==> src/rtl/alarm_dismiss_challenge_if.sv <==
// rtl/alarm_dismiss_challenge_if.sv - signal bundle between alarm logic, keypad, display and challenge block
interface alarm_dismiss_challenge_if #(
    parameter int DIGITS = 4
);
    logic                  alarm_trig;
    logic [4*DIGITS-1:0]   rnd_bus;
    logic                  key_valid;
    logic [3:0]            key_data;
    logic                  buzzer;
    logic                  disp_en;
    logic [4*DIGITS-1:0]   disp_code;
    logic [3:0]            entry_idx;
    logic [2:0]            fail_count;
    logic                  dismissed;

    modport master (
        output alarm_trig, rnd_bus, key_valid, key_data,
        input  buzzer, disp_en, disp_code, entry_idx, fail_count, dismissed
    );

    modport slave (
        input  alarm_trig, rnd_bus, key_valid, key_data,
        output buzzer, disp_en, disp_code, entry_idx, fail_count, dismissed
    );
endinterface

==> src/rtl/alarm_dismiss_challenge.sv <==
// rtl/alarm_dismiss_challenge.sv - random-code challenge that must be re-keyed to silence the alarm
module alarm_dismiss_challenge #(
    parameter int DIGITS        = 4,
    parameter int SHOW_CYCLES   = 50000000,
    parameter int ENTRY_TIMEOUT = 250000000
) (
    input  logic                        clk,
    input  logic                        rst,
    alarm_dismiss_challenge_if.slave    bus
);
    localparam int SW = (SHOW_CYCLES > 1)   ? $clog2(SHOW_CYCLES)   : 1;
    localparam int TW = (ENTRY_TIMEOUT > 1) ? $clog2(ENTRY_TIMEOUT) : 1;

    typedef enum logic [2:0] {IDLE, CAPTURE, SHOW, ENTRY, FAIL, DONE} state_t;

    state_t                 state;
    logic                   alarm_d;
    logic                   err;
    logic                   buzzer_q;
    logic                   disp_en_q;
    logic                   dismissed_q;
    logic [DIGITS-1:0][3:0] code_q;
    logic [3:0]             idx_q;
    logic [2:0]             fails_q;
    logic [SW-1:0]          show_cnt;
    logic [TW-1:0]          to_cnt;
    logic [3:0]             cur_digit;
    logic                   mismatch;

    // Mux by compare so a 4-bit index never over-addresses a short code.
    always_comb begin
        cur_digit = 4'd0;
        for (int i = 0; i < DIGITS; i++) begin
            if (idx_q == 4'(i)) cur_digit = code_q[i];
        end
        mismatch = (bus.key_data != cur_digit);
    end

    always_ff @(posedge clk) begin
        if (rst) begin
            state       <= IDLE;
            alarm_d     <= 1'b0;
            err         <= 1'b0;
            buzzer_q    <= 1'b0;
            disp_en_q   <= 1'b0;
            dismissed_q <= 1'b0;
            code_q      <= '0;
            idx_q       <= 4'd0;
            fails_q     <= 3'd0;
            show_cnt    <= '0;
            to_cnt      <= '0;
        end else begin
            alarm_d <= bus.alarm_trig;
            case (state)
                IDLE: begin
                    if (bus.alarm_trig && !alarm_d) begin
                        fails_q  <= 3'd0;
                        err      <= 1'b0;
                        buzzer_q <= 1'b1;
                        state    <= CAPTURE;
                    end
                end
                CAPTURE: begin
                    code_q    <= bus.rnd_bus;
                    idx_q     <= 4'd0;
                    show_cnt  <= SW'(SHOW_CYCLES - 1);
                    disp_en_q <= 1'b1;
                    state     <= SHOW;
                end
                SHOW: begin
                    if (show_cnt == '0) begin
                        disp_en_q <= 1'b0;
                        to_cnt    <= '0;
                        state     <= ENTRY;
                    end else begin
                        show_cnt <= show_cnt - SW'(1);
                    end
                end
                ENTRY: begin
                    // A key on the final timeout cycle takes priority over expiry.
                    if (bus.key_valid) begin
                        err <= err | mismatch;
                        if (idx_q == 4'(DIGITS - 1)) begin
                            if (err || mismatch) begin
                                state <= FAIL;
                            end else begin
                                buzzer_q    <= 1'b0;
                                dismissed_q <= 1'b1;
                                state       <= DONE;
                            end
                        end else begin
                            idx_q  <= idx_q + 4'd1;
                            to_cnt <= '0;
                        end
                    end else if (to_cnt == TW'(ENTRY_TIMEOUT - 1)) begin
                        state <= FAIL;
                    end else begin
                        to_cnt <= to_cnt + TW'(1);
                    end
                end
                FAIL: begin
                    if (fails_q != 3'd7) fails_q <= fails_q + 3'd1;
                    err   <= 1'b0;
                    idx_q <= 4'd0;
                    state <= CAPTURE;
                end
                DONE: begin
                    dismissed_q <= 1'b0;
                    state       <= IDLE;
                end
                default: state <= IDLE;
            endcase
        end
    end

    assign bus.buzzer     = buzzer_q;
    assign bus.disp_en    = disp_en_q;
    assign bus.dismissed  = dismissed_q;
    assign bus.disp_code  = code_q;
    assign bus.entry_idx  = idx_q;
    assign bus.fail_count = fails_q;
endmodule

==> src/flat_wrapper.sv <==
// flat-port wrapper written by rule: the top's interface ports become plain ports
module alarm_dismiss_challenge_flat 
#(
    parameter int DIGITS        = 4,
    parameter int SHOW_CYCLES   = 50000000,
    parameter int ENTRY_TIMEOUT = 250000000
)
  (clk, rst, bus_alarm_trig, bus_rnd_bus, bus_key_valid, bus_key_data, bus_buzzer, bus_disp_en, bus_disp_code, bus_entry_idx, bus_fail_count, bus_dismissed);
  alarm_dismiss_challenge_if #(.DIGITS(DIGITS)) bus_i ();
  input  logic clk;
  input  logic rst;
  input wire logic [$bits(bus_i.alarm_trig)-1:0] bus_alarm_trig;
  input wire logic [$bits(bus_i.rnd_bus)-1:0] bus_rnd_bus;
  input wire logic [$bits(bus_i.key_valid)-1:0] bus_key_valid;
  input wire logic [$bits(bus_i.key_data)-1:0] bus_key_data;
  output wire logic [$bits(bus_i.buzzer)-1:0] bus_buzzer;
  output wire logic [$bits(bus_i.disp_en)-1:0] bus_disp_en;
  output wire logic [$bits(bus_i.disp_code)-1:0] bus_disp_code;
  output wire logic [$bits(bus_i.entry_idx)-1:0] bus_entry_idx;
  output wire logic [$bits(bus_i.fail_count)-1:0] bus_fail_count;
  output wire logic [$bits(bus_i.dismissed)-1:0] bus_dismissed;
  assign bus_i.alarm_trig = bus_alarm_trig;
  assign bus_i.rnd_bus = bus_rnd_bus;
  assign bus_i.key_valid = bus_key_valid;
  assign bus_i.key_data = bus_key_data;
  assign bus_buzzer = bus_i.buzzer;
  assign bus_disp_en = bus_i.disp_en;
  assign bus_disp_code = bus_i.disp_code;
  assign bus_entry_idx = bus_i.entry_idx;
  assign bus_fail_count = bus_i.fail_count;
  assign bus_dismissed = bus_i.dismissed;
  alarm_dismiss_challenge #(.DIGITS(DIGITS), .SHOW_CYCLES(SHOW_CYCLES), .ENTRY_TIMEOUT(ENTRY_TIMEOUT)) u_core (.clk(clk), .rst(rst), .bus(bus_i));
endmodule
==> config.mk <==
export PLATFORM = sky130hd
export DESIGN_NAME = alarm_dismiss_challenge_flat
export DESIGN_NICKNAME = d
export VERILOG_FILES = /design/src/rtl/alarm_dismiss_challenge_if.sv /design/src/rtl/alarm_dismiss_challenge.sv /design/src/flat_wrapper.sv
export SDC_FILE = /design/constraint.sdc
export NUM_CORES = 1
export LEC_CHECK = 0
export ABC_AREA = 1
export CORE_ASPECT_RATIO = 1.2
export CORE_MARGIN = 1.5
export CORE_UTILIZATION = 60
export CTS_CLUSTER_DIAMETER = 100
export CTS_CLUSTER_SIZE = 8
export DETAILED_ROUTE_END_ITERATION = 8
export GPL_TIMING_DRIVEN = 0
export PLACE_DENSITY = 0.8
export SLEW_MARGIN = 20
export SYNTH_ARGS = -nofsm -noshare
export SYNTH_HDL_FRONTEND = slang
export SYNTH_SLANG_ARGS = --single-unit
==> constraint.sdc <==
create_clock -name clk -period 4 [get_ports clk]
set_input_delay 0.8 -clock clk [delete_from_list [all_inputs] [get_ports clk]]
set_output_delay 0.8 -clock clk [all_outputs]
set_load 0.005 [all_outputs]
==> flow_summary.ini, run 1 <==
[flow_run]
drv_cap = 0

[drt]
drtAntennaViolNets = 0
wl_per_cell_microns = 15.5
vias = 5378
wl_microns = 14400
post_drt_via_cell_ratio = 5.81
drc = 0
dr.first_iter.drc_count = 405
drt_first_pass_iters = 5

[clock_network]
cts_num_sinks = 85
cts_resized = 0
clock_latency_ns = 0.37
holdBufCountCts = 0
numCtsBuffers = 9
clk_root_buffer_cell = clkbuf_8
tritoncts = done
cts_setup_buffers = 0
clkTransAtPathRegs_ns = 0.09
htree_levels = 3
clock_path_buffers = 2

[timing]
min_period_ns = 2.39
clock-skew-final_ns = 0.0110
rsz0062_at_grt = no
whs_ns = 0.475
worstMarginPinSlew_ns = 0.662
max_slew_margin_pct = 55.4
hold_viol = 0
finalSetupViolCount = 0
clock.fmax_ghz = 0.418
fin_crit_sh_pct = 59.8
drv_slew = 0
tns_ns = 0

[critical_path]
crit_buf_inv = 1
arrival_ns = 2.65
worst_path_largest_cell_delay_ns = 0.30
cp_slowest_cell = dfxtp_1
critPathRequiredTime_ns = 4.26
reg2reg_depth = 12
critical_path_class = register to register
path_common_cell = nand2_1
path_cells = inv_1 > ha_1 > nand2_1 > nor3_4 > nand4_2 > nand2_1 > nand2_2 > nand2_2 > nor2_1 > nand2_1 > xor2_1 > nor2_1
critPathCaptureType = register
crit_family = simple AND/OR/NAND/NOR gates
crit_fanout = 10
crit_cells = 12
worstSetupStartpointType = register

[die]
dieHeight_microns = 103
die_area_sq_um = 8880
die_w_microns = 86.3
placeableCoreArea_sq_um = 8110
initial_utilization_pct = 61.5
row_count = 36
ios = 50

[outcome]
outcome = finished clean

[yosys]
ys.flop_type = dfxtp_1
ys_seq_area_share_pct = 34.1
syn-num-nets = 800
ys_warn_count = 0
synthTopCellsByArea = dfxtp_1 34%, nand2_1 13%, nor2_1 8.8%
syn_area_per_cell_sq_um = 6.50
synth_edf_count = 0
yosysTopAreaCell = dfxtp_1
ys_async_sr_fraction_pct = 0
synth.top_cell.area_share_pct = 34.1
synth_cell_types = 43
synth_cells = 768
synth_seq_cells = 85
syn_area_sq_um = 4990

[placed_design]
dp.cells = 911
gp_congestion = 0.999
place_hpwl_microns = 10700
io_buffers = 48

[hold_path]
hold_path.class = register to register
hold_path_depth = 2

[finish]
synthToLayoutAreaGrowth_pct = 16.5
nFillCells = 684
instances_no_fill = 926
drive_gt1_share_pct = 6.02
nNetsFinal = 859
n_antenna_cell = 0

[grt]
grt_pass1_vias = 4951
grt_pass1_wl_microns = 23200
track_usage_pct = 33.3
grt_max_degree = 14
grt-ovfl-total = 0
antenna_found_initial = 0

[pwr]
power_density_nw_per_um2 = 615
power_mw = 3.58
peakVddDrop_mv = 0.367
leakage_nw = 2.27
power by group:
part | internal (mW) | leakage [nW] | switching [mW] | total, mW
clock | 0.384 | 0.113 | 0.313 | 0.697
sequential | 1.03 | 0.693 | 0.168 | 1.20
combinational | 0.625 | 1.46 | 1.05 | 1.68
placed cells by master (no fill, tap or decap), types with 2 or more instances in the layout:
| cell | n |
|---|---|
| nor4_1 | 7 |
| nand3_1 | 54 |
| a21oi_2 | 4 |
| a21oi_1 | 66 |
| xnor2_1 | 13 |
| nand4_1 | 20 |
| nand2_1 | 168 |
| clkbuf_8 | 11 |
| xor2_1 | 12 |
| nor2_2 | 4 |
| inv_2 | 3 |
| clkdlybuf4s50_1 | 48 |
| nor2_1 | 117 |
| and3_1 | 3 |
| buf_6 | 3 |
| inv_1 | 84 |
| buf_1 | 2 |
| bufinv_16 | 2 |
| dfxtp_1 | 85 |
| a31oi_1 | 2 |
| buf_2 | 3 |
| nor3_1 | 20 |
| nand2_2 | 5 |
| nor3_4 | 3 |
| o21a_1 | 4 |
| ha_1 | 8 |
| clkbuf_1 | 15 |
| o21ai_0 | 46 |
state kept, by name, summed over array words and instances (netlist names):
register and cells:
u_core.err 1, u_core.bus.fail_count 3, u_core.bus.disp_en 1, u_core.bus.disp_code 16, u_core.state 3, u_core.bus.buzzer 1, u_core.to_cnt 28, u_core.show_cnt 26
u_core.bus.entry_idx 4, u_core.alarm_d 1, u_core.bus.dismissed 1
stage by stage:
step | util [%] | instance area (sq um) | setup WS [ns]
2_1_floorplan | - | 4990 | 2.05
3_3_place_gp | 68.9 | 5590 | 1.39
3_5_place_dp | 68.9 | 5590 | 1.30
4_1_cts | 71.7 | 5810 | 1.65
5_1_grt | 71.7 | 5810 | 1.47
6_report | 71.7 | 5810 | 1.61
cell type report:
cell class	instances	area [sq um]	share of cell area (%)
Sequential cell	85	1700	29.3
Multi-Input combinational cell	570	2830	48.6
Buffer	23	116	2.00
Inverter	90	345	5.94
Clock inverter	3	68.8	1.18
Clock buffer	12	155	2.67
Timing Repair Buffer	48	480	8.27
Tap cell	95	119	2.04
synth_stat cells (all sizes together) (2+ instances only):
cell type / count
nand2: 174
nor2: 123
inv: 89
dfxtp: 85
a21oi: 70
nand3: 55
o21ai: 47
nor3: 24
nand4: 21
clkbuf: 14
xnor2: 13
xor2: 12
buf: 9
ha: 8
nor4: 7
o21a: 4
and3: 3
a31oi: 2
or2: 2
worst paths after layout:
kind                            slack, ns                start                   to
worst min-delay path                 0.47  u_core.show_cnt[23]  u_core.show_cnt[23]
worst max register to register       1.61   u_core.show_cnt[0]  u_core.show_cnt[10]
worst min register to register       0.47  u_core.show_cnt[23]  u_core.show_cnt[23]
worst max-delay path                 1.61   u_core.show_cnt[0]  u_core.show_cnt[10]
metal layers:
layer | wire (microns) | part of all wire [%] | up-vias | GRT usage [%]
met2 | 6970 | 48 | 219 | 55.4
li1 | - | - | 2620 | -
met5 | 0 | 0 | - | 0
met1 | 6070 | 42 | 2509 | 42.3
met3 | 1140 | 7.9 | 30 | 7.61
met4 | 200 | 1.4 | 0 | 12.9
logic make-up (layout without fill, tap and decap cells):
kind of cell    count (synthesis)  count (layout)  synth area share (%)
compound gates                126             126                  13.4
simple gates                  411             411                  36.8
flops                          85              85                  34.1
fa+ha+maj                       8               8                  2.01
xor+xnor                       25              25                  4.39
buf+inv                       113             176                  9.25
tightest hold or removal path, stage by stage, from the launching register on:
cell and delay, ns:
dfxtp_1 0.32, nand2_1 0.06, a21oi_1 0.05
No activity file was read; power rests on OpenSTA's default activity.
==> inputs of run 2 (changes only) <==
--- a/config.mk
+++ b/config.mk
@@ -8,12 +8,12 @@
 export ABC_AREA = 1
 export CORE_ASPECT_RATIO = 1.2
 export CORE_MARGIN = 1.5
-export CORE_UTILIZATION = 60
+export CORE_UTILIZATION = 52
 export CTS_CLUSTER_DIAMETER = 100
 export CTS_CLUSTER_SIZE = 8
 export DETAILED_ROUTE_END_ITERATION = 8
 export GPL_TIMING_DRIVEN = 0
-export PLACE_DENSITY = 0.8
+export PLACE_DENSITY = 0.74
 export SLEW_MARGIN = 20
 export SYNTH_ARGS = -nofsm -noshare
 export SYNTH_HDL_FRONTEND = slang
==> constraint.sdc (replaced) <==
create_clock -name clk -period 2.05 [get_ports clk]
set_input_delay 0.41 -clock clk [delete_from_list [all_inputs] [get_ports clk]]
set_output_delay 0.41 -clock clk [all_outputs]
set_load 0.005 [all_outputs]
==> flow_summary.ini, run 2 (synthesis results as in run 1) <==
[timing]
finalSetupViolCount = 0
hold_viol = 0
max_slew_margin_pct = 53.2
clock-skew-final_ns = 0.00788
clock.fmax_ghz = 0.508
min_period_ns = 1.97
drv_slew = 0
fin_crit_sh_pct = 96.1
worstMarginPinSlew_ns = 0.701
whs_ns = 0.468
tns_ns = 0

[die]
die_w_microns = 92.4
ios = 50
placeableCoreArea_sq_um = 9420
dieHeight_microns = 110
initial_utilization_pct = 53.0
die_area_sq_um = 10200
row_count = 39

[hold_path]
hp-start = u_core.bus.disp_code[0]
hold_path_depth = 2
hold_path.class = register to register

[placed_design]
io_buffers = 48
gp_congestion = 0.925
place_hpwl_microns = 10700

[drt]
wl_per_cell_microns = 15.4
drtAntennaViolNets = 0
post_drt_via_cell_ratio = 5.52
wl_microns = 14900
drt_first_pass_iters = 5
vias = 5357
dr.first_iter.drc_count = 322
drc = 0

[finish]
drive_gt1_share_pct = 11.6
utilization_pct = 66.0
largest_register_ff_count = 28
nFillCells = 853
n_antenna_cell = 0
final_common_cell = nand2_1
layout_common_cells = 159 x nand2_1, 109 x nor2_1, 80 x inv_1, 80 x dfxtp_1, 65 x a21oi_1
nNetsFinal = 874
regMostFlops = u_core.to_cnt
synthToLayoutAreaGrowth_pct = 24.6

[clock_network]
cts_num_sinks = 85
htree_levels = 3
clock_path_buffers = 2
clk_root_buffer_cell = clkbuf_16
holdBufCountCts = 0
clkTransAtPathRegs_ns = 0.07
tritoncts = done
clock_latency_ns = 0.34
numCtsBuffers = 9

[pwr]
peakVddDrop_mv = 0.684
leakage_nw = 2.44
power_density_nw_per_um2 = 1250

[grt]
grt_max_degree = 14
grt_pass1_wl_microns = 23300
grt_pass1_vias = 4923
grt-ovfl-total = 0
antenna_found_initial = 0
track_usage_pct = 29.2

[critical_path]
endpoint = u_core.to_cnt[23]
critPathRequiredTime_ns = 2.25
arrival_ns = 2.17
reg2reg_slack_ns = 0.08
path_cells = inv_1 > nand2_1 > nor2_2 > nand2_2 > nor2_4 > nand4_4 > nor2_4 > nor2_4 > nor2_8 > inv_8 > buf_8 > a21oi_2 > nor2_1
r2r-start = u_core.show_cnt[11]
critPathCaptureType = register
critical_path_class = register to register
worst_path_largest_cell_delay_ns = 0.32
rr_endpoint = u_core.to_cnt[23]
reg2reg_depth = 13
path_common_cell = nor2_4
worstSetupStartpointType = register
cp_slowest_cell = dfxtp_1
startpoint = u_core.show_cnt[11]
crit_fanout = 10

[flow_run]
drv_cap = 0

[outcome]
outcome = finished clean
## run 2: per-layer routing
metal	track usage, %	vias to the layer above	share of wire (%)
met4	9.89	0	1.7
met1	38.6	2474	43
li1	-	2660	-
met5	0	-	0
met2	46.6	203	48
met3	7.13	20	7.4
## run 2: power breakdown
part           total (mW)  leakage [nW]  internal (mW)  switching [mW]
clock                1.66         0.143          0.975           0.683
sequential           2.36         0.696           2.03           0.330
combinational        3.78          1.60           1.52            2.26
## run 2: worst max-delay path, delay by kind of cell, from the launching register on
kind,cells,cell delay [ns]
AOI/OAI and AO/OA,1,0.11
and+or+nand+nor,9,1.03
DFF,1,0.32
buffers and inverters,3,0.34
## run 2: worst min path at each step
stage	end	slack (ns)
floorplan	u_core.bus.dismissed	0.44
global placement	u_core.show_cnt[23]	0.45
detailed placement	u_core.bus.disp_code[0]	0.47
CTS	u_core.bus.disp_code[0]	0.47
global route	u_core.show_cnt[23]	0.49
finish	u_core.bus.disp_code[0]	0.47
## run 2: final cells by class
| class | count | area (sq um) | share of cell area, % |
|---|---|---|---|
| inverter | 90 | 350 | 5.63 |
| clock inverter | 4 | 47.5 | 0.764 |
| multi-input combinational | 570 | 2970 | 47.7 |
| sequential | 85 | 1710 | 27.5 |
| buffer | 23 | 128 | 2.05 |
| clock buffer | 12 | 246 | 3.96 |
| tap | 123 | 154 | 2.47 |
| timing repair buffer | 63 | 614 | 9.88 |
## run 2: repair_timing
action | CTS | global route
gates resized for setup | 10 | 47
pin swaps | 2 | 12
endpoints found under the setup margin | 56 | 58
buffers inserted | 3 | 11
cloned | 0 | 1
## run 2: through the flow
step / std cells / total power, mW / cell area, sq um / worst slack, ns
after CTS: 958 / 7.32 / 5970 / 0.00363
after detailed placement: 939 / 5.58 / 5620 / -0.250
final: 970 / 7.79 / 6220 / 0.0801
after global routing: 970 / 8.35 / 6220 / -0.0308
after global placement: 939 / 5.50 / 5620 / -0.214
after floorplan: 768 / 4.53 / 4990 / 0.144
